$ cat src/rtl/eeprom_cmd_ctrl.sv
// eeprom_cmd_ctrl: parses 'W'/'R' command frames from the UART byte link and
// issues one-cycle write/read requests to the 93LC46 SPI engine. Writes are
// paced by a fixed programming-time wait. Reads wait for completion with a
// timeout, then return one byte to the UART transmitter via valid/ready.
// Optional build macro EEPROM_CMD_WR_ACK_EN: return 0x4B after every write.
module eeprom_cmd_ctrl #(
  parameter int unsigned WR_WAIT    = 250000,
  parameter int unsigned RD_TIMEOUT = 4095
) (
  input  logic       clkin,
  input  logic       reset,
  input  logic [7:0] rx_data,
  input  logic       rx_valid,
  output logic [7:0] tx_data,
  output logic       tx_valid,
  input  logic       tx_ready,
  output logic       spi_write,
  output logic       spi_read,
  output logic [7:0] spi_addr,
  output logic [7:0] spi_data,
  input  logic       spi_rd_done,
  input  logic [7:0] spi_rd_data,
  output logic       busy,
  output logic       err
);

  localparam logic [7:0] CMD_WR     = 8'h57;
  localparam logic [7:0] CMD_RD     = 8'h52;
  localparam logic [7:0] RD_TO_BYTE = 8'hEE;
`ifdef EEPROM_CMD_WR_ACK_EN
  localparam logic [7:0] WR_ACK_BYTE = 8'h4B;
`endif

  localparam int unsigned CNT_MAX = (WR_WAIT > RD_TIMEOUT) ? WR_WAIT : RD_TIMEOUT;
  localparam int unsigned CNT_W   = (CNT_MAX > 1) ? $clog2(CNT_MAX) : 1;
  localparam logic [CNT_W-1:0] WR_LAST = CNT_W'(WR_WAIT - 1);
  localparam logic [CNT_W-1:0] RD_LAST = CNT_W'(RD_TIMEOUT - 1);

  typedef enum logic [2:0] {
    S_IDLE, S_GET_ADDR, S_GET_DATA, S_ISSUE_WR,
    S_WAIT_WR, S_ISSUE_RD, S_WAIT_RD, S_SEND
  } state_t;

  state_t           r_state;
  state_t           w_state_nxt;
  logic             r_wr_flag;
  logic             w_wr_flag_nxt;
  logic [CNT_W-1:0] r_cnt;
  logic             w_cnt_clr;
  logic             w_addr_ld;
  logic             w_data_ld;
  logic             w_tx_ld;
  logic [7:0]       w_tx_nxt;
  logic             w_err_nxt;

  logic [7:0] r_tx_data;
  logic       r_tx_valid;
  logic       r_spi_write;
  logic       r_spi_read;
  logic [7:0] r_spi_addr;
  logic [7:0] r_spi_data;
  logic       r_busy;
  logic       r_err;

  // State register and command-type flag
  always_ff @(posedge clkin) begin
    if (reset) begin
      r_state   <= S_IDLE;
      r_wr_flag <= 1'b0;
    end else begin
      r_state   <= w_state_nxt;
      r_wr_flag <= w_wr_flag_nxt;
    end
  end

  // Next-state decode plus load strobes for the datapath registers
  always_comb begin
    w_state_nxt   = r_state;
    w_wr_flag_nxt = r_wr_flag;
    w_cnt_clr     = 1'b0;
    w_addr_ld     = 1'b0;
    w_data_ld     = 1'b0;
    w_tx_ld       = 1'b0;
    w_tx_nxt      = r_tx_data;
    w_err_nxt     = 1'b0;
    case (r_state)
      S_IDLE: begin
        if (rx_valid) begin
          if (rx_data == CMD_WR) begin
            w_state_nxt   = S_GET_ADDR;
            w_wr_flag_nxt = 1'b1;
          end else if (rx_data == CMD_RD) begin
            w_state_nxt   = S_GET_ADDR;
            w_wr_flag_nxt = 1'b0;
          end else begin
            w_err_nxt = 1'b1;
          end
        end
      end
      S_GET_ADDR: begin
        if (rx_valid) begin
          w_addr_ld   = 1'b1;
          w_state_nxt = r_wr_flag ? S_GET_DATA : S_ISSUE_RD;
        end
      end
      S_GET_DATA: begin
        if (rx_valid) begin
          w_data_ld   = 1'b1;
          w_state_nxt = S_ISSUE_WR;
        end
      end
      S_ISSUE_WR: begin
        w_err_nxt   = rx_valid;
        w_cnt_clr   = 1'b1;
        w_state_nxt = S_WAIT_WR;
      end
      S_WAIT_WR: begin
        w_err_nxt = rx_valid;
        if (r_cnt == WR_LAST) begin
`ifdef EEPROM_CMD_WR_ACK_EN
          w_state_nxt = S_SEND;
          w_tx_ld     = 1'b1;
          w_tx_nxt    = WR_ACK_BYTE;
`else
          w_state_nxt = S_IDLE;
`endif
        end
      end
      S_ISSUE_RD: begin
        w_err_nxt   = rx_valid;
        w_cnt_clr   = 1'b1;
        w_state_nxt = S_WAIT_RD;
      end
      S_WAIT_RD: begin
        w_err_nxt = rx_valid;
        // A completion landing on the timeout cycle still counts as success
        if (spi_rd_done) begin
          w_state_nxt = S_SEND;
          w_tx_ld     = 1'b1;
          w_tx_nxt    = spi_rd_data;
        end else if (r_cnt == RD_LAST) begin
          w_state_nxt = S_SEND;
          w_tx_ld     = 1'b1;
          w_tx_nxt    = RD_TO_BYTE;
          w_err_nxt   = 1'b1;
        end
      end
      S_SEND: begin
        w_err_nxt = rx_valid;
        if (r_tx_valid && tx_ready) begin
          w_state_nxt = S_IDLE;
        end
      end
      default: w_state_nxt = S_IDLE;
    endcase
  end

  // Wait counter: cleared in the issue cycle, saturating count in wait states
  always_ff @(posedge clkin) begin
    if (reset) begin
      r_cnt <= '0;
    end else if (w_cnt_clr) begin
      r_cnt <= '0;
    end else if ((r_state == S_WAIT_WR || r_state == S_WAIT_RD) && r_cnt != '1) begin
      r_cnt <= r_cnt + 1'b1;
    end
  end

  // Registered outputs, derived from the upcoming state so they align with it
  always_ff @(posedge clkin) begin
    if (reset) begin
      r_tx_data   <= '0;
      r_tx_valid  <= 1'b0;
      r_spi_write <= 1'b0;
      r_spi_read  <= 1'b0;
      r_spi_addr  <= '0;
      r_spi_data  <= '0;
      r_busy      <= 1'b0;
      r_err       <= 1'b0;
    end else begin
      if (w_tx_ld)   r_tx_data  <= w_tx_nxt;
      if (w_addr_ld) r_spi_addr <= rx_data;
      if (w_data_ld) r_spi_data <= rx_data;
      r_tx_valid  <= (w_state_nxt == S_SEND);
      r_spi_write <= (w_state_nxt == S_ISSUE_WR);
      r_spi_read  <= (w_state_nxt == S_ISSUE_RD);
      r_busy      <= (w_state_nxt != S_IDLE);
      r_err       <= w_err_nxt;
    end
  end

  assign tx_data   = r_tx_data;
  assign tx_valid  = r_tx_valid;
  assign spi_write = r_spi_write;
  assign spi_read  = r_spi_read;
  assign spi_addr  = r_spi_addr;
  assign spi_data  = r_spi_data;
  assign busy      = r_busy;
  assign err       = r_err;

endmodule

$ cat config.mk
export PLATFORM = sky130hd
export DESIGN_NAME = eeprom_cmd_ctrl
export DESIGN_NICKNAME = d
export VERILOG_FILES = /design/src/rtl/eeprom_cmd_ctrl.sv
export SDC_FILE = /design/constraint.sdc
export NUM_CORES = 1
export LEC_CHECK = 0
export CAP_MARGIN = 20
export CELL_PAD_IN_SITES_DETAIL_PLACEMENT = 0
export CELL_PAD_IN_SITES_GLOBAL_PLACEMENT = 2
export CORE_MARGIN = 5
export CORE_UTILIZATION = 33
export DETAILED_ROUTE_END_ITERATION = 8
export GPL_TIMING_DRIVEN = 0
export PLACE_DENSITY = 0.89
export SYNTH_ARGS = -nofsm -noshare
export SYNTH_HDL_FRONTEND = slang
export SYNTH_SLANG_ARGS = --single-unit
$ cat constraint.sdc
create_clock -name clkin -period 4.9 [get_ports clkin]
set_input_delay 1.47 -clock clkin [delete_from_list [all_inputs] [get_ports clkin]]
set_output_delay 1.47 -clock clkin [all_outputs]
set_load 0.01 [all_outputs]
==> out/qor.txt <==
Pre-Repair DR Iteration Count: 4
largest family of logic cells by synthesized area: simple AND/OR/NAND/NOR gates
final-layout worst hold slack: 0.482 ns
switching power of the nets: 0.188 mW
warning count from the yosys run: 0
Crit path largest cell delay: 0.52 ns
combinational group share of total power: 0.079
sw frac: 0.253
most frequent standard cell in the layout excluding fill and tap cells: dfxtp_1
worst endpoint data arrival time: 3.41 ns
cell area reported after detailed placement: 3010 um^2
routed length on met2: 2530 um
buffer and inverter count on the worst path: 1
gpl congestion: 0.772
clk sinks: 51
critical path startpoint: rx_data[4]
Met3 Routed Length: 360 um
TritonCTS clock tree: built
core occupancy in the finished layout: 0.433
share of synthesized flip-flops with an asynchronous set or reset: 0
leakage power: 1.02 nW
Port Buffers: 48
multiplexer share of the synthesized area: 0.0665
Max clock buf depth: 2
HP Class: flip-flop to flip-flop
slowest library cell on the worst path: clkdlybuf4s50_1
Total Negative Setup Slacks: 0 ns
design area: 3110 um^2
Clock Latency Late Sink: 0.32 ns
RSZ-0062 raised after global routing: false
most frequent cells in the layout: dfxtp_1 (51), nor2_1 (48), clkdlybuf4s50_1 (48)
syn_area_per_cell: 9.05 um^2
boundary pin count: 50
Core Rows: 31
top area cells in the synthesized netlist: dfxtp_1 (42%), nor2_1 (7.5%), mux2i_1 (6.7%)
post-DR vias/cell: 4.89
Worst Setup Path Type: input port to flip-flop
fill cell total of the finished layout: 722
cell count after synthesis: 266
Post-Synth Adder-Cell Area: 0.0104
number of buffers added for setup after CTS: 0
Max VDD drop: 0.116 mV
# Max-Cap Violations: 0
area of the die: 9100 um^2
die height: 95.4 um
family with the most delay on the worst path: simple AND/OR/NAND/NOR gates
Tightest Pin Transition: 0.664 ns
final setup violating endpoints: 0
beginning of the worst hold path: tx_data[4]$_SDFFE_PP0P_
sequential group share of total power: 0.570
count of vias placed by the detailed router: 2059
crit path capture type: flip-flop
count of pins over their slew limit: 0
cell type contributing the most total cell area after synthesis: dfxtp_1
largest net degree at the start of global routing: 19
starting DRC count in detailed routing: 125
Resized cells post-CTS: 0
initial antenna violation count: 0
total wire length: 5840 um
Reg clk slew, reported paths: 0.10 ns
maximum clock skew at final layout: 0.00822 ns
length of routed wiring on met1: 2850 um
GRT Util Overall: 0.132
xor-xnor portion of the synthesized cell area: 0.0619
Power per Cell Area: 238 nW/um^2
final hold violation count: 0
uppermost metal layer occupied by signal nets: met4
fraction of the mapped netlist area in compound gates: 0.0806
Top FF cell, synth: dfxtp_1
DRC errors left: 0
Synth Area in Simple Gates: 0.318
layout cell share with drive strength beyond 1: 0.0932
Int Power: 0.553 mW
signed area change from the synthesized netlist to the final layout: 29.1%
area of the placeable core: 7180 um^2
number of distinct library cell variants in the gate-level netlist after synthesis: 51
largest fanout on the critical path: 4
Critical Path, Cell by Cell: clkdlybuf4s50_1, nor4bb_1, nand3_1, o221ai_1, a211oi_2, nor4_1
HPWL after detailed placement: 4250 um
Post-Syn Area: 2410 um^2
type of element launching the critical path: input port
overall die width: 95.4 um
fraction of the cycle the final worst path needs: 0.650
starting utilization of the core area: 0.335
TritonCTS buffer count: 5
global-route wire length before repair: 9430 um
proportion of synthesized chip area in sequential cells: 0.424
part of the total power dissipated in the clock network: 0.351
Root Buffer: clkbuf_8
number of buffers inserted for hold repair after clock tree synthesis: 0
number of H-tree levels: 2
launch point of the worst reg-to-reg path: r_cnt[0]$_SDFFE_PP0P_
remaining number of nets flagged by the antenna check after routing: 0
required time of the worst setup path: 5.12 ns
number of antenna diodes: 0
clock period minus final worst setup slack: 3.18 ns
Slew Limit Headroom: 0.554
fraction of post-synthesis cell area in the top cell type by area: 0.424
Congestion Overflow GR: 0
number of global-route vias before repair: 1901
flop and latch count out of synthesis: 51
post-synthesis net count: 289
run status: complete, no violations
final net count: 344
wire length per cell: 13.9 um
number of enable-type register cells in the synthesized netlist: 0
Max Fclk: 314 MHz
[synth_stat cells, types with 3 or more instances]
library cell	n
a21oi_1	11
a31oi_1	3
and3_1	3
clkbuf_1	6
clkbuf_8	3
dfxtp_1	51
mux2i_1	16
nand2_1	14
nand2b_1	3
nand3_1	8
nand3b_1	3
nand4_1	4
nor2_1	48
nor2b_1	4
nor3_1	19
nor4_1	7
nor4b_1	5
nor4bb_1	3
xnor2_1	10
xor2_1	7
[sequential cells by signal (all words and copies together), names as in the netlist]
register,cells
tx_data,8
err,1
r_wr_flag,1
tx_valid,1
spi_read,1
r_state,3
spi_addr,8
spi_write,1
spi_data,8
r_cnt,18
busy,1
[layout make-up]
cell class	count	area (um^2)	area share
multi-input combinational	202	1290	0.416
sequential	51	1020	0.329
timing repair buffer	48	480	0.155
tap	99	124	0.0399
buffer	11	86.3	0.0278
clock buffer	5	68.8	0.0222
clock inverter	3	26.3	0.00846
inverter	2	7.51	0.00242
[layer usage]
layer	vias to the layer above	global-route usage
li1	1049	-
met1	938	0.190
met2	66	0.188
met3	6	0.0339
met4	0	0.0498
met5	-	0
[worst register-to-register path, stage by stage (launching register included)]
cell and delay [ns]:
dfxtp_1 0.43, ha_1 0.23, nand3_1 0.18, nor3_1 0.56, a21oi_1 0.27, a211oi_1 0.29
[kinds of logic (layout without fill, tap and decap cells)]
family,Yosys count,in the layout
buf+inv,13,69
mux,16,16
compound gates,28,28
xor+xnor,17,17
flops,51,51
fa+ha+maj,2,2
simple gates,139,139
[path summary, 6_finish.rpt]
kind	endpoint	cells past startpoint	slack, ns
worst max-delay path	spi_read$_SDFF_PP0_	6	1.72
worst min-delay path	tx_data[4]$_SDFFE_PP0P_	2	0.48
worst max register to register	r_cnt[1]$_SDFFE_PP0P_	5	2.87
worst min register to register	tx_data[4]$_SDFFE_PP0P_	2	0.48
[stage by stage]
| step | total power, mW | setup slack, ns | std cells |
|---|---|---|---|
| 4_1_cts | 0.754 | 1.73 | 421 |
| 5_1_grt | 0.777 | 1.57 | 421 |
| 2_1_floorplan | 0.461 | 2.33 | 266 |
| 6_report | 0.741 | 1.72 | 421 |
| 3_3_place_gp | 0.492 | 1.39 | 413 |
| 3_5_place_dp | 0.491 | 1.38 | 413 |
[power by group through the flow]
| stage | Sequential (mW) | Combinational [mW] | Clock (mW) |
|---|---|---|---|
| after global placement | 0.432 | 0.0592 | 0 |
| after floorplan | 0.432 | 0.0288 | 0 |
| after CTS | 0.423 | 0.0592 | 0.272 |
| after global routing | 0.423 | 0.0637 | 0.290 |
| final | 0.423 | 0.0584 | 0.260 |
| after detailed placement | 0.432 | 0.0588 | 0 |
Note: power is estimated with default switching activity, not from simulation.
